`config.mk`:
```
export PLATFORM = sky130hd
export DESIGN_NAME = sobel_ctrl
export DESIGN_NICKNAME = d
export VERILOG_FILES = /design/src/rtl/sobel_pkg.sv /design/src/rtl/sobel_ctrl_dly.sv /design/src/rtl/sobel_ctrl.sv
export SDC_FILE = /design/constraint.sdc
export NUM_CORES = 1
export LEC_CHECK = 0
export ABC_CLOCK_PERIOD_IN_PS = 2430
export CORE_MARGIN = 5
export CORE_UTILIZATION = 25
export DETAILED_ROUTE_END_ITERATION = 8
export PLACE_DENSITY_LB_ADDON = 0.25
export SETUP_SLACK_MARGIN = 0.15
export SYNTH_ARGS = -nofsm -noshare
export SYNTH_HDL_FRONTEND = slang
export SYNTH_SLANG_ARGS = --single-unit
```
`constraint.sdc`:
```
create_clock -name clk -period 2.43 [get_ports clk]
set_clock_uncertainty 0.15 [all_clocks]
set_input_delay 0.486 -clock clk [delete_from_list [all_inputs] [get_ports clk]]
set_output_delay 0.486 -clock clk [all_outputs]
set_load 0.01 [all_outputs]
```
`src/rtl/sobel_pkg.sv`:
```
// Shared types and defaults for the Sobel frame controller.
package sobel_pkg;

   localparam int unsigned DEF_ADDR_W    = 8;
   localparam int unsigned DEF_SOBEL_LAT = 3;

   typedef enum logic [2:0] {
      IDLE  = 3'd0,
      TOP   = 3'd1,
      SCAN  = 3'd2,
      FLUSH = 3'd3,
      BOT   = 3'd4,
      DONE  = 3'd5
   } state_t;

   // Write-slot tag travelling alongside the Sobel datapath.
   typedef struct packed {
      logic                  valid;
      logic [DEF_ADDR_W-1:0] row;
      logic [DEF_ADDR_W-1:0] col;
      logic                  zero;
   } tag_t;

endpackage

```
`src/rtl/sobel_ctrl_dly.sv`:
```
// Tag delay line matching the Sobel pipeline latency; cleared by async reset.
module sobel_ctrl_dly
   import sobel_pkg::*;
#(
   parameter int unsigned SOBEL_LAT = DEF_SOBEL_LAT
) (
   input  logic clk,
   input  logic reset,
   input  tag_t tag_in,
   output tag_t tag_out
);

   tag_t stage [SOBEL_LAT];

   always_ff @(posedge clk or negedge reset) begin
      if (!reset) begin
         for (int unsigned i = 0; i < SOBEL_LAT; i++) stage[i] <= '0;
      end else begin
         stage[0] <= tag_in;
         for (int unsigned i = 1; i < SOBEL_LAT; i++) stage[i] <= stage[i-1];
      end
   end

   assign tag_out = stage[SOBEL_LAT-1];

endmodule

```
`src/rtl/sobel_ctrl.sv`:
```
// Sobel frame controller: read scan, tag pipeline and write addressing.
// Optional zero-border writes enabled by macro SOBEL_CTRL_BORDER_EN.
module sobel_ctrl
   import sobel_pkg::*;
#(
   parameter int unsigned ADDR_W    = DEF_ADDR_W,
   parameter int unsigned SOBEL_LAT = DEF_SOBEL_LAT
) (
   input  logic              clk,
   input  logic              reset,
   input  logic              start,
   input  logic [ADDR_W-1:0] img_w,
   input  logic [ADDR_W-1:0] img_h,
   output logic              rd_en,
   output logic [ADDR_W-1:0] rd_row,
   output logic [ADDR_W-1:0] rd_col,
   output logic              sobel_en,
   output logic              wr_en,
   output logic [ADDR_W-1:0] wr_row,
   output logic [ADDR_W-1:0] wr_col,
   output logic              wr_zero,
   output logic              busy,
   output logic              done
);

   localparam int unsigned CNT_W = $clog2(SOBEL_LAT + 1);

   state_t            state;
   logic [ADDR_W-1:0] w_q, h_q;
   logic [CNT_W-1:0]  flush_cnt;
   tag_t              tag_in, tag_q;

`ifdef SOBEL_CTRL_BORDER_EN
   logic              bwr_en;
   logic [ADDR_W-1:0] bwr_row, bwr_col;
`endif

   // Write slot for the read issued this cycle; emerges SOBEL_LAT cycles later.
   always_comb begin
      tag_in = '0;
      if (rd_en && rd_col >= ADDR_W'(2)) begin
         tag_in.valid = 1'b1;
         tag_in.row   = rd_row + 1'b1;
         tag_in.col   = rd_col - 1'b1;
      end
`ifdef SOBEL_CTRL_BORDER_EN
      else if (rd_en && rd_col == '0 && rd_row != '0) begin
         tag_in = '{valid: 1'b1, row: rd_row, col: w_q - 1'b1, zero: 1'b1};
      end else if (rd_en && rd_col == ADDR_W'(1)) begin
         tag_in = '{valid: 1'b1, row: rd_row + 1'b1, col: '0, zero: 1'b1};
      end else if (state == FLUSH && flush_cnt == '0) begin
         tag_in = '{valid: 1'b1, row: h_q - 2'd2, col: w_q - 1'b1, zero: 1'b1};
      end
`endif
   end

   sobel_ctrl_dly #(.SOBEL_LAT(SOBEL_LAT)) u_dly (
      .clk     (clk),
      .reset   (reset),
      .tag_in  (tag_in),
      .tag_out (tag_q)
   );

   always_ff @(posedge clk or negedge reset) begin
      if (!reset) begin
         state     <= IDLE;
         w_q       <= '0;
         h_q       <= '0;
         flush_cnt <= '0;
         rd_en     <= 1'b0;
         rd_row    <= '0;
         rd_col    <= '0;
         sobel_en  <= 1'b0;
         busy      <= 1'b0;
         done      <= 1'b0;
`ifdef SOBEL_CTRL_BORDER_EN
         bwr_en    <= 1'b0;
         bwr_row   <= '0;
         bwr_col   <= '0;
`endif
      end else begin
         done <= 1'b0;
         case (state)
            IDLE: if (start) begin
               w_q  <= img_w;
               h_q  <= img_h;
               busy <= 1'b1;
               if (img_w < ADDR_W'(3) || img_h < ADDR_W'(3)) begin
                  state <= DONE;
                  done  <= 1'b1;
               end else begin
`ifdef SOBEL_CTRL_BORDER_EN
                  state   <= TOP;
                  bwr_en  <= 1'b1;
                  bwr_row <= '0;
                  bwr_col <= '0;
`else
                  state    <= SCAN;
                  rd_en    <= 1'b1;
                  sobel_en <= 1'b1;
                  rd_row   <= '0;
                  rd_col   <= '0;
`endif
               end
            end
`ifdef SOBEL_CTRL_BORDER_EN
            TOP: begin
               if (bwr_col == w_q - 1'b1) begin
                  bwr_en   <= 1'b0;
                  bwr_col  <= '0;
                  state    <= SCAN;
                  rd_en    <= 1'b1;
                  sobel_en <= 1'b1;
               end else begin
                  bwr_col <= bwr_col + 1'b1;
               end
            end
            // First BOT cycle is left free for the flush slot draining out of the delay line.
            BOT: begin
               if (!bwr_en) begin
                  bwr_en  <= 1'b1;
                  bwr_row <= h_q - 1'b1;
                  bwr_col <= '0;
               end else if (bwr_col == w_q - 1'b1) begin
                  bwr_en  <= 1'b0;
                  bwr_row <= '0;
                  bwr_col <= '0;
                  state   <= DONE;
                  done    <= 1'b1;
               end else begin
                  bwr_col <= bwr_col + 1'b1;
               end
            end
`endif
            SCAN: begin
               if (rd_col == w_q - 1'b1) begin
                  rd_col <= '0;
                  if (rd_row == h_q - 2'd3) begin
                     state     <= FLUSH;
                     rd_en     <= 1'b0;
                     rd_row    <= '0;
                     flush_cnt <= '0;
                  end else begin
                     rd_row <= rd_row + 1'b1;
                  end
               end else begin
                  rd_col <= rd_col + 1'b1;
               end
            end
            FLUSH: begin
               if (flush_cnt == CNT_W'(SOBEL_LAT - 1)) begin
                  sobel_en <= 1'b0;
`ifdef SOBEL_CTRL_BORDER_EN
                  state    <= BOT;
`else
                  state    <= DONE;
                  done     <= 1'b1;
`endif
               end else begin
                  flush_cnt <= flush_cnt + 1'b1;
               end
            end
            DONE: begin
               state <= IDLE;
               busy  <= 1'b0;
            end
            default: state <= IDLE;
         endcase
      end
   end

`ifdef SOBEL_CTRL_BORDER_EN
   assign wr_en   = tag_q.valid | bwr_en;
   assign wr_row  = tag_q.row | bwr_row;
   assign wr_col  = tag_q.col | bwr_col;
   assign wr_zero = tag_q.zero | bwr_en;
`else
   assign wr_en   = tag_q.valid;
   assign wr_row  = tag_q.row;
   assign wr_col  = tag_q.col;
   assign wr_zero = tag_q.zero;
`endif

endmodule

```
==> results.cfg, run 1 <==
[outcome]
status = completed

[clock_network]
cts_tree = built
insertion_delay_ps = 340
clock-sinks = 92
root_buffer = clkbuf_16
clk_path_buf_depth = 2
path_clk_slew_ps = 60
cts_htree_levels = 3
numCtsBuffers = 9

[synth]
synth_nets = 381
synth_top_family_by_area = simple AND/OR/NAND/NOR gates
postSynth.asyncResetShare = 1.00
synth-adder-area-share = 0.0215
synth-edff-count = 0
synth.cell_area_sq_mm = 0.00407
synth_flop_cell = dfrtp_1
ys_seq_elements = 92
yosysSeqAreaShare = 0.566
synthMuxAreaShare = 0.0449
ys_types = 53
yosys.area_share.simple = 0.141
synth-xor-area-share = 0.0624
synth_compound_area_frac = 0.103
syn_avg_cell_area_sq_um = 11.5
syn_inst = 355
ys_warn_count = 0

[power_and_ir_drop]
power_frac_seq = 0.373
switching_share = 0.350
combPwrFrac = 0.421
p_clk_frac = 0.206
leakagePower_nw = 2.27
peakVddDrop_mv = 0.361
p_sw_mw = 2.42
intPower_mw = 4.48
pwr_density_cell_mw_per_mm2 = 1260

[drt]
drt_iter0_markers = 162
wl_um = 9010
ant_nets = 0
drcViolationCount = 0
vias = 2785
top_layer = met4
wl_met2_um = 4130
met3_length_um = 404
wl_met1_um = 4270
drt_first_pass_iters = 4
vias_per_cell = 4.28
drt-wirelength-per-cell_um = 13.9

[layout]
layout-drive-gt1-share = 0.235
finish.net_count = 455
layout.cells.non_filler = 650
antenna_cells = 0
synthToLayoutAreaGrowth_pct = 34.0
postLayoutCellArea_sq_mm = 0.00546
n_fill_cell = 1606

[timing]
fin_ws_ps = 83.5
setup_viol_count_final = 0
clock.fmax_mhz = 426
finalHoldViolCount = 0
fin_hold_ws_ps = 197
layout_min_cycle_time_ps = 2350
fin_crit_sh = 0.966
rsz0062_at_grt = true
finalMaxSlewViolations = 0

[floorplan]
start_util = 0.255
die_h_um = 138
die_area_sq_mm = 0.0189
core_area_sq_mm = 0.0159
die_x_um = 138
io_pins = 57
rows = 46

[placed_design]
dp_hpwl_um = 6570
dpl_cell_area_sq_mm = 0.00494
post-place-ws_ps = -334
gp_congestion = 0.766
place_inst = 626
io_buffers = 55

[worst_setup_path]
cp_slowest_stage_delay_ps = 440
required_ps = 2530
ff2ff_path_depth = 8
cp.arrival_ps = 2450
crit_path_end_kind = flip-flop
crit_chain = ha_2, or3_4, o31a_1, o22ai_2, a211oi_4, nand2b_4, nand2b_4, o31ai_2
critPathMostFrequentCell = nand2b_4
worst_path_max_delay_cell = dfrtp_2
critPathMaxFanout = 8
critical_path_class = flip-flop to flip-flop
cp-start-kind = flip-flop

[global_routing]
antenna_found_initial = 0
grt_overflow = 0
grt_pass1_vias = 2882
grt_pass1_wl_um = 14700
grt_max_degree = 45
grt_usage = 0.101

[worst_hold_path]
hold_class = flip-flop to flip-flop
hold_path_depth = 0

[flow_run]
maxCapViolCount = 0
[repair_timing]
| action | in CTS | in global routing |
|---|---|---|
| pin swaps | 4 | 5 |
| endpoints found under the setup margin | 18 | 19 |
| resized for setup | 13 | 17 |
| endpoints found under the hold margin | 27 | 0 |
| hold buffers | 1 | 0 |
| buffers inserted | 3 | 4 |
[power groups by stage]
| stage | Clock (mW) | Combinational [mW] | Sequential [mW] |
|---|---|---|---|
| 3_5_place_dp | 0 | 2.62 | 2.59 |
| 3_3_place_gp | 0 | 2.58 | 2.57 |
| 6_report | 1.42 | 2.90 | 2.57 |
| 5_1_grt | 1.52 | 3.20 | 2.68 |
| 4_1_cts | 1.46 | 2.74 | 2.57 |
| 2_1_floorplan | 0 | 1.72 | 2.52 |
[final cells by class]
cell class              instances  area [sq um]  share of cell area
flip-flops and latches         92          2300               0.422
multi-input cells             220          1670               0.307
repair buffers                 94           860               0.158
well taps                     216           270              0.0495
clock buffers                  11           243              0.0445
clock inverters                 5          60.1              0.0110
inverters                      12          45.0             0.00826
[synth_stat cells, drive strengths merged (3+ instances only)]
| cell type | count | area share |
|---|---|---|
| a2bb2oi | 4 | 0.0086 |
| xnor2 | 16 | 0.034 |
| nor4 | 6 | 0.011 |
| and3 | 5 | 0.0077 |
| nor2 | 29 | 0.027 |
| mux2 | 15 | 0.042 |
| nand2 | 18 | 0.017 |
| dfrtp | 92 | 0.57 |
| o21ai | 15 | 0.018 |
| a21oi | 14 | 0.017 |
| xor2 | 13 | 0.028 |
| nand3 | 5 | 0.0061 |
| or2 | 3 | 0.0046 |
| buf | 25 | 0.043 |
| clkbuf | 6 | 0.0055 |
| nor3 | 10 | 0.014 |
| nand4 | 6 | 0.0092 |
| inv | 12 | 0.011 |
| ha | 7 | 0.022 |
| a31oi | 3 | 0.0061 |
| nand2b | 9 | 0.016 |
| a211oi | 7 | 0.014 |
| or3 | 3 | 0.0046 |
| nor2b | 5 | 0.0077 |
| nor4b | 3 | 0.0065 |
[metrics by stage]
stage	setup TNS (ps)	power, mW	util
floorplan	0	4.24	-
global placement	-2660	5.15	0.310
detailed placement	-2880	5.21	0.310
CTS	0	6.76	0.334
global route	-15.4	7.40	0.342
finish	0	6.89	0.342
[kinds of logic after synthesis]
group / count (synthesis)
AND/OR/NAND/NOR: 108
flip-flops: 92
AO/OA/AOI/OAI: 59
buffers and inverters: 43
XOR/XNOR: 29
multiplexers: 16
adder cells (fa/ha/maj): 7
other: 1
[layer usage]
metal,global-route usage,up-vias
met3,0.0230,14
met1,0.136,1354
li1,-,1362
met4,0.0527,0
met2,0.152,55
met5,0,-
[cell usage in the layout, fill, tap and decap left out, types with 3 or more instances in the layout]
cell type,n
xnor2_1,15
clkdlybuf4s50_1,54
clkbuf_16,9
o21ai_1,4
nor3_1,8
mux2_2,14
buf_4,37
nand4_1,6
nand2_1,18
o21ai_0,9
nor2_1,29
nor4_1,3
ha_1,5
nand3_1,4
xor2_1,13
dfrtp_1,90
nor2b_1,5
a21oi_1,13
and3_1,5
inv_1,11
nand2b_1,7
a211oi_1,4
[path summary, 6_finish.rpt]
kind,startpoint,slack (ps),endpoint
worst max register to register,h_q[1],80,rd_row[7]
min in group asynchronous,reset,470,u_dly.tag_out[6]
worst min-delay path,u_dly.stage[40],200,u_dly.stage[22]
worst min register to register,u_dly.stage[40],200,u_dly.stage[22]
max in group asynchronous,reset,1020,h_q[1]
worst max-delay path,h_q[1],80,rd_row[7]
[flip-flops by register name, summed over array words and instances (netlist names)]
signal and count:
busy 1, done 1, flush_cnt 2, h_q 8, rd_col 8, rd_en 1
rd_row 8, sobel_en 1, state 3, u_dly.stage 34, u_dly.tag_out 17, w_q 8
[critical path: cells and delay by family (launching register included)]
kind	cells	cell delay (ps)
DFF	1	440
AOI/OAI and AO/OA	4	710
and+or+nand+nor	3	760
adders and majority gates	1	200
Note: power is estimated with default switching activity, not from simulation.
==> inputs of run 2 (changes only) <==
--- a/config.mk
+++ b/config.mk
@@ -8,5 +8,5 @@
 export ABC_CLOCK_PERIOD_IN_PS = 2430
 export CORE_MARGIN = 5
-export CORE_UTILIZATION = 25
+export CORE_UTILIZATION = 42
 export DETAILED_ROUTE_END_ITERATION = 8
 export PLACE_DENSITY_LB_ADDON = 0.25
==> constraint.sdc (replaced) <==
create_clock -name clk -period 2.43 [get_ports clk]
set_clock_uncertainty 0.15 [all_clocks]
set_input_delay 0.6075 -clock clk [delete_from_list [all_inputs] [get_ports clk]]
set_output_delay 0.6075 -clock clk [all_outputs]
set_load 0.01 [all_outputs]
==> run 2 against run 1 <==
Register-to-register slack lost 20 ps. Clock power down 23%. Critical endpoint is now rd_row[5]. Critical path type unchanged. Core utilization grew 21 points. First-iteration DRC count grew 9.9%. Critical path depth is the same. Largest power group unchanged. Largest cell class unchanged.
==> results.cfg, run 2 (synthesis results as in run 1) <==
[outcome]
status = completed

[layout]
layout.cells.non_filler = 569
layout-drive-gt1-share = 0.255
n_fill_cell = 827
top_register = u_dly.stage
layout_commonest_cell = dfrtp_1
finish.net_count = 457
largest_reg_flops = 34
final_core_util = 0.553
antenna_cells = 0
final_cell_mix = dfrtp_1 (86), clkdlybuf4s50_1 (51), buf_4 (39), nor2_1 (29), nand2_1 (18)
synthToLayoutAreaGrowth_pct = 30.4
postLayoutCellArea_sq_mm = 0.00531

[power_and_ir_drop]
pwr_density_cell_mw_per_mm2 = 1230
p_sw_mw = 2.36
p_clk_frac = 0.168
combPwrFrac = 0.437
peakVddDrop_mv = 0.587
power_frac_seq = 0.396
power.total_mw = 6.50
switching_share = 0.363
intPower_mw = 4.14
leakagePower_nw = 2.25

[global_routing]
grt_max_degree = 40
grt_usage = 0.148
grt_overflow = 0
grt_pass1_wl_um = 13700
antenna_found_initial = 0
grt_pass1_vias = 2832

[drt]
vias_per_cell = 4.98
drt_iter0_markers = 178
drt_first_pass_iters = 4
drt-wirelength-per-cell_um = 14.6
vias = 2833
wl_um = 8290
drcViolationCount = 0
ant_nets = 0

[floorplan]
die_area_sq_mm = 0.0118
start_util = 0.424
core_area_sq_mm = 0.00959
io_pins = 57
die_h_um = 108
rows = 36
die_x_um = 108

[worst_setup_path]
cp.arrival_ps = 2450
crit_path_end_kind = flip-flop
required_ps = 2520
cp-start-kind = flip-flop
critPathMaxFanout = 8
critical_path_class = flip-flop to flip-flop

[clock_network]
clock-sinks = 92
path_clk_slew_ps = 110
cts_tree = built
clk_path_buf_depth = 2
cts_htree_levels = 3
insertion_delay_ps = 360
numCtsBuffers = 9
root_buffer = clkbuf_8

[timing]
tns_ps = 0
finalMaxSlewViolations = 0
fin_crit_sh = 0.972
finalHoldViolCount = 0
fin_ws_ps = 68.3
fin_hold_ws_ps = 52.9
clock.fmax_mhz = 423
tightest_slew_ps = 508
layout_min_cycle_time_ps = 2360
slew_headroom = 0.661
setup_viol_count_final = 0
rsz0062_at_grt = true

[placed_design]
post-place-ws_ps = -435
dpl_cell_area_sq_mm = 0.00487
gp_congestion = 0.813
dp_hpwl_um = 5680
io_buffers = 55
place_inst = 546

[worst_hold_path]
hold_class = primary input to async pin

[flow_run]
maxCapViolCount = 0
[run 2: cell count changes in the layout (fill, tap and decap cells not counted), moves of 2 or more]
cell	previous run	this run
o21ai_0	9	11
clkbuf_16	9	0
dfrtp_1	90	86
clkbuf_8	1	9
a21oi_1	13	11
dfrtp_2	2	6
inv_6	1	3
a21oi_2	1	3
nor4_1	3	1
buf_4	37	39
clkdlybuf4s50_1	54	51
dlymetal6s2s_1	0	3
[run 2: what timing repair did]
item | 4_1_cts | 5_1_grt
setup endpoints to repair | 23 | 24
hold buffers | 0 | 0
gates resized for setup | 18 | 19
pin swaps | 5 | 9
buffers inserted | 2 | 5
[run 2: power groups by stage]
stage               clock, mW  combinational (mW)  sequential (mW)
global route             1.19                3.11             2.66
finish                   1.09                2.84             2.57
detailed placement          0                2.58             2.59
floorplan                   0                1.72             2.52
global placement            0                2.53             2.56
CTS                      1.13                2.72             2.57
[run 2: path summary, 6_finish.rpt]
| kind | start | cells past startpoint | endpoint | slack, ps |
|---|---|---|---|---|
| worst max register to register | h_q[1] | 8 | rd_row[5] | 70 |
| worst min-delay path | reset | 1 | u_dly.tag_out[13] | 50 |
| worst min register to register | u_dly.stage[29] | 0 | u_dly.tag_out[11] | 190 |
| worst max-delay path | h_q[1] | 8 | rd_row[5] | 70 |
| min in group clk | u_dly.stage[29] | 0 | u_dly.tag_out[11] | 190 |
| max in group asynchronous | reset | 2 | rd_col[1] | 1520 |
[run 2: cell type report]
type | instances | area, sq um | area share
clock buffer | 9 | 124 | 0.0233
multi-input combinational | 220 | 1680 | 0.316
clock inverter | 7 | 92.6 | 0.0174
timing repair buffer | 96 | 892 | 0.168
sequential | 92 | 2310 | 0.435
tap | 133 | 166 | 0.0314
inverter | 12 | 45.0 | 0.00849
[run 2: worst max-delay path: stages, from the launching register on]
cell       delay [ps]
dfrtp_2           470
ha_4              180
or3_4             350
nor4_4            160
o22ai_1           110
a211oi_2          280
nand2b_4          240
nand2b_4          210
o2bb2ai_1          90
[run 2: routing by layer]
metal	vias to the layer above	part of all wire	GRT usage
met1	1389	0.47	0.203
met3	15	0.045	0.0251
li1	1361	-	-
met2	68	0.46	0.237
met4	0	0.018	0.0523
met5	-	0	0
==> inputs of run 3 (changes only) <==
Settings changed: CORE_MARGIN 5 to unset.
==> run 3 against run 2 <==
Sequential share of layout area up 0.30 points. Critical path depth up 1. Final area down 0.80%. Global-route usage up 2.0 points. Worst hold slack worse by 22 ps. Non-clock buffer count down 2. First-iteration DRC count down 9.0%. Final cell count down 1.1%. Sequential power about the same. Combinational power up 2%. Die area down 14%. Via count down 0.56%. Largest cell class unchanged. Highest routed layer unchanged.
==> results.cfg, run 3 (synthesis results as in run 1) <==
[outcome]
status = completed

[power_and_ir_drop]
peakVddDrop_mv = 0.484
combPwrFrac = 0.450
power_frac_seq = 0.399
power.total_mw = 6.45
pwr_density_cell_mw_per_mm2 = 1220
switching_share = 0.372
p_clk_frac = 0.151
leakagePower_nw = 2.24
intPower_mw = 4.05
p_sw_mw = 2.40

[global_routing]
grt_pass1_wl_um = 13100
grt_overflow = 0
antenna_found_initial = 0
grt_max_degree = 36
grt_usage = 0.168
grt_pass1_vias = 2681

[clock_network]
clock-sinks = 92
cts_tree = built
cts_hold_buf = 0
clk_path_buf_depth = 2
insertion_delay_ps = 360
path_clk_slew_ps = 100
cts_htree_levels = 3
root_buffer = clkbuf_8
numCtsBuffers = 9

[worst_setup_path]
ff2ff_path_depth = 9
required_ps = 2550
timing.rr.end = rd_row[7]
r2r-start = h_q[0]
crit_path_start = h_q[0]
critical_path_class = flip-flop to flip-flop
cp-start-kind = flip-flop
crit_path_end_kind = flip-flop
critPathMaxFanout = 8
cp.arrival_ps = 2490
reg2reg_setup_slack_ps = 60

[timing]
layout_min_cycle_time_ps = 2370
fin_hold_ws_ps = 31.0
setup_viol_count_final = 0
clock.fmax_mhz = 422
finalHoldViolCount = 0
fin_crit_sh = 0.975
rsz0062_at_grt = true
finalMaxSlewViolations = 0

[floorplan]
io_pins = 57
start_util = 0.436
core_area_sq_mm = 0.00933
die_area_sq_mm = 0.0101
die_h_um = 100
die_x_um = 100
rows = 35

[layout]
layout-drive-gt1-share = 0.251
final_cell_mix = dfrtp_1 (88), clkdlybuf4s50_1 (52), buf_4 (36), nor2_1 (29), nand2_1 (18)
layout.cells.non_filler = 563
synthToLayoutAreaGrowth_pct = 29.3
largest_reg_flops = 34
multiInputGateArea_sq_mm = 0.00169
antenna_cells = 0
finish.net_count = 455
layout_commonest_cell = dfrtp_1
postLayoutCellArea_sq_mm = 0.00526
final_core_util = 0.564
top_register = u_dly.stage
seq_area_sq_mm = 0.00231
n_fill_cell = 808

[drt]
vias = 2817
ant_nets = 0
drt_iter0_markers = 162
wl_um = 8050
drcViolationCount = 0
drt-wirelength-per-cell_um = 14.3
drt_first_pass_iters = 4
vias_per_cell = 5.00

[placed_design]
dp_hpwl_um = 5710
gp_congestion = 0.799
dpl_cell_area_sq_mm = 0.00485
place_inst = 541
io_buffers = 55

[flow_run]
maxCapViolCount = 0

[worst_hold_path]
hold_class = primary input to async pin
## run 3: cell types whose count changed in the layout (fill, tap and decap cells not counted), moves of 2 or more
cell	change
buf_4	-3
buf_6	+2
dfrtp_1	+2
dfrtp_2	-2
## run 3: critical path: stages (launching register included)
cell and delay (ps):
dfrtp_1 420, buf_6 140, a2111oi_4 330, buf_4 190
mux2_4 310, nand3_4 70, a211oi_4 60, nand2b_4 200
nand2b_4 200, o31ai_2 200
## run 3: power by group through the flow
| stage | Combinational (mW) | Clock (mW) | Sequential (mW) |
|---|---|---|---|
| floorplan | 1.72 | 0 | 2.52 |
| detailed placement | 2.60 | 0 | 2.58 |
| CTS | 2.73 | 1.01 | 2.56 |
| finish | 2.90 | 0.973 | 2.57 |
| global placement | 2.54 | 0 | 2.55 |
| global route | 3.17 | 1.07 | 2.65 |
## run 3: how the worst max path moves through the flow
stage / endpoint / depth (start not counted)
after CTS: rd_row[5] / 8
after global routing: rd_row[7] / 9
after floorplan: rd_row[7] / 11
after detailed placement: rd_col[6] / 8
after global placement: rd_col[7] / 8
final: rd_row[7] / 9
## run 3: layout make-up
type                            count  share of cell area
Sequential cell                    92               0.438
Multi-Input combinational cell    220               0.321
Timing Repair Buffer               94               0.165
Tap cell                          129              0.0307
Clock buffer                        9              0.0235
Clock inverter                      7              0.0128
Inverter                           12             0.00856
## run 3: timing repair
action | in CTS | in global routing
gates resized for setup | 19 | 19
pin swaps | 5 | 6
setup buffers | 2 | 4
endpoints found under the setup margin | 22 | 22
## run 3: metal layers
layer	GRT usage	share of wire
met1	0.229	0.47
met2	0.270	0.49
met3	0.0348	0.034
met4	0.0524	0.012
met5	0	0
## run 3: metrics by stage
stage	worst slack, ps	setup TNS [ps]
2_1_floorplan	151	0
3_3_place_gp	-284	-2840
3_5_place_dp	-394	-3610
4_1_cts	101	0
5_1_grt	-81.7	-263
6_report	60.6	0
